===== src/rtl/bcd_digit_serial_adder.sv =====
// rtl/bcd_digit_serial_adder.sv - digit-serial BCD adder controller driving an external 4-bit adder
// Optional invalid-digit check: define BCD_DIGIT_CHECK_EN.
module bcd_digit_serial_adder #(
  parameter int NDIGITS = 4
) (
  input  logic                   clk,
  input  logic                   reset,
  input  logic                   start,
  input  logic [4*NDIGITS-1:0]   op_a,
  input  logic [4*NDIGITS-1:0]   op_b,
  input  logic                   cin,
  output logic [3:0]             add_a,
  output logic [3:0]             add_b,
  output logic                   add_cin,
  input  logic [3:0]             add_s,
  input  logic                   add_cout,
  output logic                   busy,
  output logic                   done,
  output logic [4*NDIGITS-1:0]   sum,
  output logic                   cout,
  output logic                   err
);

  localparam int W  = 4 * NDIGITS;
  localparam int CW = (NDIGITS > 1) ? $clog2(NDIGITS) : 1;

  localparam logic [1:0] IDLE = 2'd0;
  localparam logic [1:0] RUN  = 2'd1;
  localparam logic [1:0] DONE = 2'd2;

  logic [1:0]    state;
  logic [W-1:0]  a_reg;
  logic [W-1:0]  b_reg;
  logic [W-1:0]  sum_reg;
  logic [CW-1:0] cnt;
  logic          carry;
  logic          cout_reg;

  logic [3:0]    a_dig;
  logic [3:0]    b_dig;
  logic [4:0]    z;
  logic [3:0]    digit;
  logic          dcarry;
  logic          last;

  always_comb begin
    a_dig = 4'd0;
    b_dig = 4'd0;
    for (int i = 0; i < NDIGITS; i++) begin
      if (cnt == CW'(i)) begin
        a_dig = a_reg[4*i +: 4];
        b_dig = b_reg[4*i +: 4];
      end
    end
  end

  // Decimal correction: for z in 10..19, (z + 6) mod 16 equals z - 10.
  always_comb begin
    z = {add_cout, add_s};
    if (z > 5'd9) begin
      digit  = add_s + 4'd6;
      dcarry = 1'b1;
    end else begin
      digit  = add_s;
      dcarry = 1'b0;
    end
  end

  assign last    = (cnt == CW'(NDIGITS - 1));
  assign add_a   = (state == RUN) ? a_dig : 4'd0;
  assign add_b   = (state == RUN) ? b_dig : 4'd0;
  assign add_cin = (state == RUN) ? carry : 1'b0;
  assign busy    = (state == RUN);
  assign done    = (state == DONE);
  assign sum     = sum_reg;
  assign cout    = cout_reg;

  always_ff @(posedge clk or posedge reset) begin
    if (reset) begin
      state    <= IDLE;
      a_reg    <= '0;
      b_reg    <= '0;
      sum_reg  <= '0;
      cnt      <= '0;
      carry    <= 1'b0;
      cout_reg <= 1'b0;
    end else begin
      case (state)
        IDLE: begin
          if (start) begin
            state    <= RUN;
            a_reg    <= op_a;
            b_reg    <= op_b;
            carry    <= cin;
            cnt      <= '0;
            sum_reg  <= '0;
            cout_reg <= 1'b0;
          end
        end
        RUN: begin
          for (int i = 0; i < NDIGITS; i++) begin
            if (cnt == CW'(i)) sum_reg[4*i +: 4] <= digit;
          end
          carry <= dcarry;
          if (last) begin
            state    <= DONE;
            cout_reg <= dcarry;
          end else begin
            cnt <= cnt + 1'b1;
          end
        end
        DONE: state <= IDLE;
        default: state <= IDLE;
      endcase
    end
  end

`ifdef BCD_DIGIT_CHECK_EN
  logic err_reg;

  always_ff @(posedge clk or posedge reset) begin
    if (reset) begin
      err_reg <= 1'b0;
    end else if (state == IDLE && start) begin
      err_reg <= 1'b0;
    end else if (state == RUN && (a_dig > 4'd9 || b_dig > 4'd9)) begin
      err_reg <= 1'b1;
    end
  end

  assign err = err_reg;
`else
  assign err = 1'b0;
`endif

endmodule

===== config.mk =====
export PLATFORM = sky130hd
export DESIGN_NAME = bcd_digit_serial_adder
export DESIGN_NICKNAME = d
export VERILOG_FILES = /design/src/rtl/bcd_digit_serial_adder.sv
export SDC_FILE = /design/constraint.sdc
export NUM_CORES = 1
export LEC_CHECK = 0
export ABC_AREA = 1
export BUFFER_PORTS_ARGS = -buffer_cell sky130_fd_sc_hd__buf_2
export CAP_MARGIN = 20
export CORE_ASPECT_RATIO = 0.75
export CORE_MARGIN = 2
export CORE_UTILIZATION = 47
export CTS_BUF_LIST = sky130_fd_sc_hd__clkbuf_4 sky130_fd_sc_hd__clkbuf_8 sky130_fd_sc_hd__clkbuf_16
export DETAILED_ROUTE_END_ITERATION = 10
export MAX_ROUTING_LAYER = met4
export PLACE_DENSITY = 0.83
export SLEW_MARGIN = 20
export SYNTH_ARGS = -nofsm -noshare
export SYNTH_HDL_FRONTEND = slang
export SYNTH_SLANG_ARGS = --single-unit

===== constraint.sdc =====
create_clock -name clk -period 1.55 [get_ports clk]
set_input_delay 0.31 -clock clk [delete_from_list [all_inputs] [get_ports clk]]
set_output_delay 0.31 -clock clk [all_outputs]
set_load 0.005 [all_outputs]

==> flow_summary.ini, run 1 <==
[global_route]
overflow = 0
grt_max_degree = 36
grt_pass1_wl_um = 11300
grt_pass1_vias = 2352
antenna_found_initial = 0
track_usage_pct = 22.8

[detailed_routing]
dr_wl_met3_um = 590
drcViolationCount = 0
met1_length_um = 3080
routed.top_layer = met4
ant_nets = 0
drt-total-wl_um = 7160
drtPass1Iterations = 5
wl_met2_um = 3400
via_per_inst = 5.16
drt_iter0_drc = 378
vias = 2577
wl_per_cell_um = 14.3

[clock_tree]
clock-sinks = 54
clk_pin_slew_ps = 100
clock_path_buffers = 2
ctsHoldBuffers = 0
cts_made_buffers = 5
worstSkewPairLatency_ps = 310
tritoncts = yes
cts_max_level = 2
clockRootBuffer = clkbuf_8

[die]
initial_core_util_pct = 49.6
die_y_um = 69.4
dieWidth_um = 91.2
ios = 70
core_sq_mm = 0.00541
die-area_sq_mm = 0.00633
rows = 23

[run]
maxCapViolations = 0

[synthesis]
synth_area_sq_mm = 0.00268
synthCells = 328
synth_top_area_share_pct = 50.4
yosys-top-cells-area = dfrtp_1, nand2_1, o21ai_0
synth_edf_count = 0
avgSynthCellArea_sq_um = 8.17
ys_types = 25
synth_top_cell_by_area = dfrtp_1
syn-num-nets = 375
ys_ff_latch = 54
yosys_most_used_dff = dfrtp_1
synth-async-reset-ratio_pct = 100
yosysWarnings = 0
ys_seq_area_share_pct = 50.4

[timing]
layout_min_cycle_time_ps = 2090
fin_crit_sh_pct = 135
worst_slack_ps = -540
drv_slew = 0
worst-slew-pin-transition_ps = 566
fmax_ghz = 0.479
relSlewSlack_pct = 62.2
final_hold_viol_count = 0
setup_viol = 9
rsz0062_at_grt = true
clock_skew_ps = 7.41

[critical_path]
r2r_cells = 11
start_kind = flip-flop
crit_required_ps = 1240
reg2reg_slack_ps = 60
path_class = reg -> out
reg2reg_to = sum[13]
crit_start = cnt[1]
r2r_start = cnt[0]
critPathCapture = add_a[0]
critPathCaptureType = output port
path_max_fanout = 8
crit_arrival_ps = 1780

[run_status]
status = finished, violations left
violations = setup timing

[pwr]
power_mw = 6.95
peakVddDrop_mv = 0.840
p_per_area_mw_per_mm2 = 1980
leakagePower_nw = 1.93

[place]
hpwl_um = 4810
io_buffers = 68
place_congestion = 0.864

[finish]
drive_above_1_share_pct = 33.7
fin_util_pct = 64.8
diodes = 0
syn_to_final_growth_pct = 30.8
nets = 470

[worst_hold_path]
hp-class = in -> async
==> metrics by stage <==
stage	worst slack, ps	instances	TNS, ps	hold slack (ps)	instance area [sq um]
finish	-540	499	-3880	47.0	3510
global route	-660	499	-4780	82.3	3510
CTS	-521	492	-3840	59.3	3380
detailed placement	-272	480	-2130	393	3210
global placement	-173	480	-1240	386	3210
floorplan	7.43	328	0	378	2690
==> critical path, stage by stage (launching register included) <==
cell and delay [ps]:
dfrtp_1 380, inv_2 70, buf_12 120, ha_4 170, nor2_8 180, nand2_2 60
o211ai_1 80, o21ai_1 100, o21ai_1 160, buf_2 140
==> cell families (layout without fill, tap and decap cells) <==
logic type                 count (synthesis)  count (layout)  share of synthesized area [%]
and+or+nand+nor                          181             181                           29.6
DFF                                       54              54                           50.4
buffers and inverters                     44             140                           8.07
adders and majority gates                  6               6                           2.80
other                                      1               1                          0.140
AOI/OAI and AO/OA                         42              42                           9.01
==> final cells by class <==
type / count / area (sq um)
Fill cell: 465 / 1900
Clock inverter: 1 / 5.00
Timing Repair Buffer: 99 / 632
Tap cell: 75 / 93.8
Sequential cell: 54 / 1350
Multi-Input combinational cell: 230 / 1190
Inverter: 33 / 148
Clock buffer: 7 / 90.1
==> placed cells by master (no fill, tap or decap), drive strengths merged <==
master	instances
a22oi	7
clkinv	2
o211ai	1
a21oi	7
inv	31
buf	99
nor2	14
conb	1
clkinvlp	1
ha	6
o21ai	27
nand2	144
dfrtp	54
nand3	14
clkbuf	7
nand4	9
==> worst min-delay path by stage <==
stage / from / end / slack [ps] / cells after the start
2_1_floorplan: reset / a_reg[0] / 380 / 1
3_3_place_gp: reset / a_reg[7] / 390 / 2
3_5_place_dp: reset / a_reg[7] / 390 / 2
4_1_cts: reset / a_reg[7] / 60 / 2
5_1_grt: reset / a_reg[7] / 80 / 2
6_report: reset / a_reg[7] / 50 / 2
==> power breakdown <==
group	total [mW]	leakage (nW)	internal, mW	switching, mW
clock network	0.837	0.0517	0.379	0.457
logic	3.68	1.21	1.59	2.09
registers	2.43	0.676	2.05	0.377
total	6.95	1.93	4.02	2.93
==> cells in the mapped netlist, types with 5 or more instances <==
cell type  count
buf_4          6
nand4_1        9
a21oi_1        7
o21ai_1        5
ha_1           6
inv_1         22
nor2_1        11
nand2_1      141
o21ai_0       19
nand3_1       13
inv_2          8
a22oi_1        7
dfrtp_1       54
==> layer usage <==
layer	GRT usage [%]	vias to the layer above
met3	4.57	10
li1	-	1221
met2	34.5	133
met1	32.3	1213
met5	-	-
met4	4.55	0
==> what timing repair did <==
item | in CTS | in global routing
cloned | 0 | 0
pin swaps | 2 | 4
resized for setup | 14 | 24
setup buffers | 4 | 7
endpoints found under the setup margin | 18 | 24
No activity file was read; power rests on OpenSTA's default activity.
==> run 2: changes to the inputs <==
Settings changed: CELL_PAD_IN_SITES_DETAIL_PLACEMENT set to 1, CELL_PAD_IN_SITES_GLOBAL_PLACEMENT set to 2, CORE_UTILIZATION 47 to 27.
==> flow_summary.ini, run 2 (synthesis results as in run 1) <==
[run_status]
status = finished, violations left
violations = setup timing

[global_route]
antenna_found_initial = 0
track_usage_pct = 15.3
overflow = 0
grt_max_degree = 37
grt_pass1_vias = 2503
grt_pass1_wl_um = 12800

[finish]
n_fill_cell = 1166
instances_no_fill = 556
nets = 470
syn_to_final_growth_pct = 37.2
most-common-layout-cells = nand2_1, buf_2, dfrtp_1, buf_4, inv_1
fin_util_pct = 38.1
post-route-cell-area_sq_mm = 0.00368
final_common_cell = nand2_1
diodes = 0
drive_above_1_share_pct = 35.1

[critical_path]
start_kind = flip-flop
path_max_fanout = 8
max_stage_delay_ps = 420
reg2reg_to = sum[12]
path_cells = inv_2 -> ha_4 -> inv_4 -> nor2_8 -> nand2_1 -> o211ai_1 -> o21ai_1 -> o21ai_1 -> buf_2
critPathCapture = add_a[0]
crit_slowest_cell = dfrtp_1
path_class = reg -> out
reg2reg_slack_ps = -50
cp_common_cell = o21ai_1
crit_arrival_ps = 1740
r2r_cells = 12
r2r_start = cnt[0]
crit_required_ps = 1240
critPathCaptureType = output port
crit_start = cnt[0]

[timing]
hold_slack_ps = 60.6
clock_skew_ps = 5.33
fmax_ghz = 0.489
layout_min_cycle_time_ps = 2050
drv_slew = 0
fin_crit_sh_pct = 132
setup_viol = 13
final_hold_viol_count = 0
tns_ps = -3650
rsz0062_at_grt = true
worst_slack_ps = -496

[clock_tree]
tritoncts = yes
cts_max_level = 2
clock-sinks = 54
clk_pin_slew_ps = 70
clockRootBuffer = clkbuf_16
clock_path_buffers = 2
cts_made_buffers = 5
worstSkewPairLatency_ps = 290

[run]
maxCapViolations = 0

[die]
core_sq_mm = 0.00966
die_y_um = 90.3
rows = 31
initial_core_util_pct = 27.8
ios = 70
dieWidth_um = 119
die-area_sq_mm = 0.0108

[place]
hpwl_um = 5630
io_buffers = 68
dp_slack_ps = -273
dpl_cell_area_sq_mm = 0.00325
place_congestion = 0.832
place_inst = 535

[worst_hold_path]
hp-class = in -> async

[pwr]
leakagePower_nw = 1.95
power_mw = 7.42
peakVddDrop_mv = 0.520
p_per_area_mw_per_mm2 = 2020

[detailed_routing]
drtPass1Iterations = 4
wl_per_cell_um = 14.0
drcViolationCount = 0
ant_nets = 0
drt_iter0_drc = 77
drt-total-wl_um = 7780
vias = 2457
via_per_inst = 4.42
[run 2: cell types whose count changed in the layout (fill, tap and decap cells not counted), sizes merged]
cell      previous run  this run
clkbuf               7         5
clkinv               2         4
clkinvlp             1         2
inv                 31        30
[run 2: final cells by class]
type	count	area [sq um]	area share [%]
Clock inverter	3	21.3	0.578
Sequential cell	54	1350	36.8
Tap cell	132	165	4.49
Timing Repair Buffer	99	627	17.0
Clock buffer	5	125	3.40
Multi-Input combinational cell	230	1230	33.5
Inverter	33	158	4.28
[run 2: worst min-delay path by stage]
stage,startpoint,endpoint,slack (ps)
after global routing,reset,sum[14],80
after global placement,reset,sum[14],380
after CTS,reset,sum[14],70
after floorplan,reset,a_reg[0],380
final,reset,sum[14],60
after detailed placement,reset,sum[14],380
[run 2: per-layer routing]
layer	part of all wire [%]	up-vias	GRT usage, %
met2	42	57	20.5
met5	0	-	-
met3	3.9	11	3.03
li1	-	1224	-
met4	1.2	0	4.46
met1	53	1165	23.0
[run 2: worst max-delay path: cells and delay by family (launching register included)]
family          cells  cell delay [ps]
compound gates      3              330
fa+ha+maj           1              150
simple gates        2              230
flops               1              420
buf+inv             3              310
[run 2: power breakdown]
part / internal (mW) / total, mW / switching [mW]
combinational: 1.69 / 3.85 / 2.15
clock: 0.599 / 1.11 / 0.513
sequential: 2.05 / 2.46 / 0.408
total: 4.35 / 7.42 / 3.08
[run 2: timing repair]
item / CTS / global route
hold buffers: 0 / 0
setup buffers: 6 / 10
gates resized for setup: 40 / 20
pin swaps: 7 / 9
endpoints found under the setup margin: 19 / 38
==> run 3: changes to the inputs <==
Settings changed: CORE_UTILIZATION 27 to 30, PLACE_DENSITY 0.83 to 0.87.
Clock period 1.55 ns to 2 ns, I/O delays scaled along.
==> flow_summary.ini, run 3 (synthesis results as in run 1) <==
[run_status]
status = finished, violations left
violations = DRC, setup timing

[critical_path]
reg2reg_to = cout
path_max_fanout = 8
r2r_start = cnt[0]
crit_required_ps = 1600
crit_start = cnt[0]
critPathCaptureType = output port
path_class = reg -> out
critPathCapture = add_a[0]
reg2reg_slack_ps = 420
r2r_cells = 10
crit_arrival_ps = 1720
start_kind = flip-flop

[timing]
layout_min_cycle_time_ps = 2120
setup_viol = 8
drv_slew = 0
final_hold_viol_count = 0
rsz0062_at_grt = true
clock_skew_ps = 5.59
fin_crit_sh_pct = 106
fmax_ghz = 0.472
worst_slack_ps = -117

[run]
maxCapViolations = 0

[pwr]
p_per_area_mw_per_mm2 = 1570
power_mw = 5.41
leakagePower_nw = 1.87
peakVddDrop_mv = 0.642

[finish]
nets = 453
drive_above_1_share_pct = 31.4
most-common-layout-cells = nand2_1, buf_2, dfrtp_1, inv_1
instances_no_fill = 515
syn_to_final_growth_pct = 28.4
final_common_cell = nand2_1
diodes = 0
n_fill_cell = 1036

[place]
place_inst = 502
place_congestion = 0.833
hpwl_um = 5540
io_buffers = 68

[worst_hold_path]
hp-class = in -> async

[clock_tree]
clock_path_buffers = 2
clk_pin_slew_ps = 70
worstSkewPairLatency_ps = 290
cts_max_level = 2
clockRootBuffer = clkbuf_16
tritoncts = yes
clock-sinks = 54
cts_made_buffers = 5

[detailed_routing]
drtPass1Iterations = 7
via_per_inst = 4.59
ant_nets = 0
drcViolationCount = 3
vias = 2364
drt_iter0_drc = 58
drt-total-wl_um = 7320
wl_per_cell_um = 14.2

[die]
dieWidth_um = 113
die-area_sq_mm = 0.00972
ios = 70
core_sq_mm = 0.00856
rows = 29
initial_core_util_pct = 31.3
die_y_um = 85.9

[global_route]
grt_pass1_wl_um = 12100
track_usage_pct = 16.0
antenna_found_initial = 0
grt_pass1_vias = 2483
grt_max_degree = 55
overflow = 0
run 3: per-layer routing:
layer | GRT usage (%) | vias to the layer above | part of all wire (%)
met3 | 2.90 | 4 | 3.7
met5 | - | - | 0
met4 | 2.99 | 0 | 0.51
li1 | - | 1192 | -
met1 | 22.6 | 1126 | 49
met2 | 24.6 | 42 | 46
run 3: final cells by class:
cell class	instances	area, sq um	share of cell area [%]
Clock buffer	6	133	3.85
Sequential cell	54	1350	39.3
Inverter	33	131	3.82
Multi-Input combinational cell	230	1180	34.4
Clock inverter	2	37.5	1.09
Tap cell	108	135	3.92
Timing Repair Buffer	82	469	13.6
run 3: timing repair:
item | in CTS | in global routing
pin swaps | 2 | 6
resized for setup | 14 | 20
setup buffers | 3 | 2
endpoints found under the hold margin | 0 | 0
hold buffers | 0 | 0
setup endpoints to repair | 8 | 8
run 3: power breakdown:
| part | switching, mW | internal, mW |
|---|---|---|
| Combinational | 1.53 | 1.01 |
| Clock | 0.385 | 0.605 |
| Sequential | 0.294 | 1.59 |
| Total | 2.21 | 3.21 |
run 3: worst min path at each step:
stage                           end
after CTS                     carry
final                       sum[15]
after global placement    a_reg[13]
after detailed placement  a_reg[13]
after global routing        sum[15]
after floorplan           a_reg[13]
run 3: critical path, cell delays in order, from the launching register on:
cell      delay, ps
dfrtp_2         440
inv_2            90
ha_4            140
inv_4            40
nor2_8          150
nand2_2          70
o211ai_1         90
o21ai_1         100
o21ai_1         160
buf_2           140
run 3: per-stage QoR:
stage	utilization, %	hold WS [ps]	worst slack [ps]	TNS, ps	cell area [sq um]
final	40.2	160	-117	-521	3440
after global placement	36.8	459	74.5	0	3150
after floorplan	-	444	285	0	2680
after detailed placement	36.8	463	-46.3	-46.3	3150
after global routing	40.2	193	-208	-1240	3440
after CTS	39.4	173	-152	-1080	3370
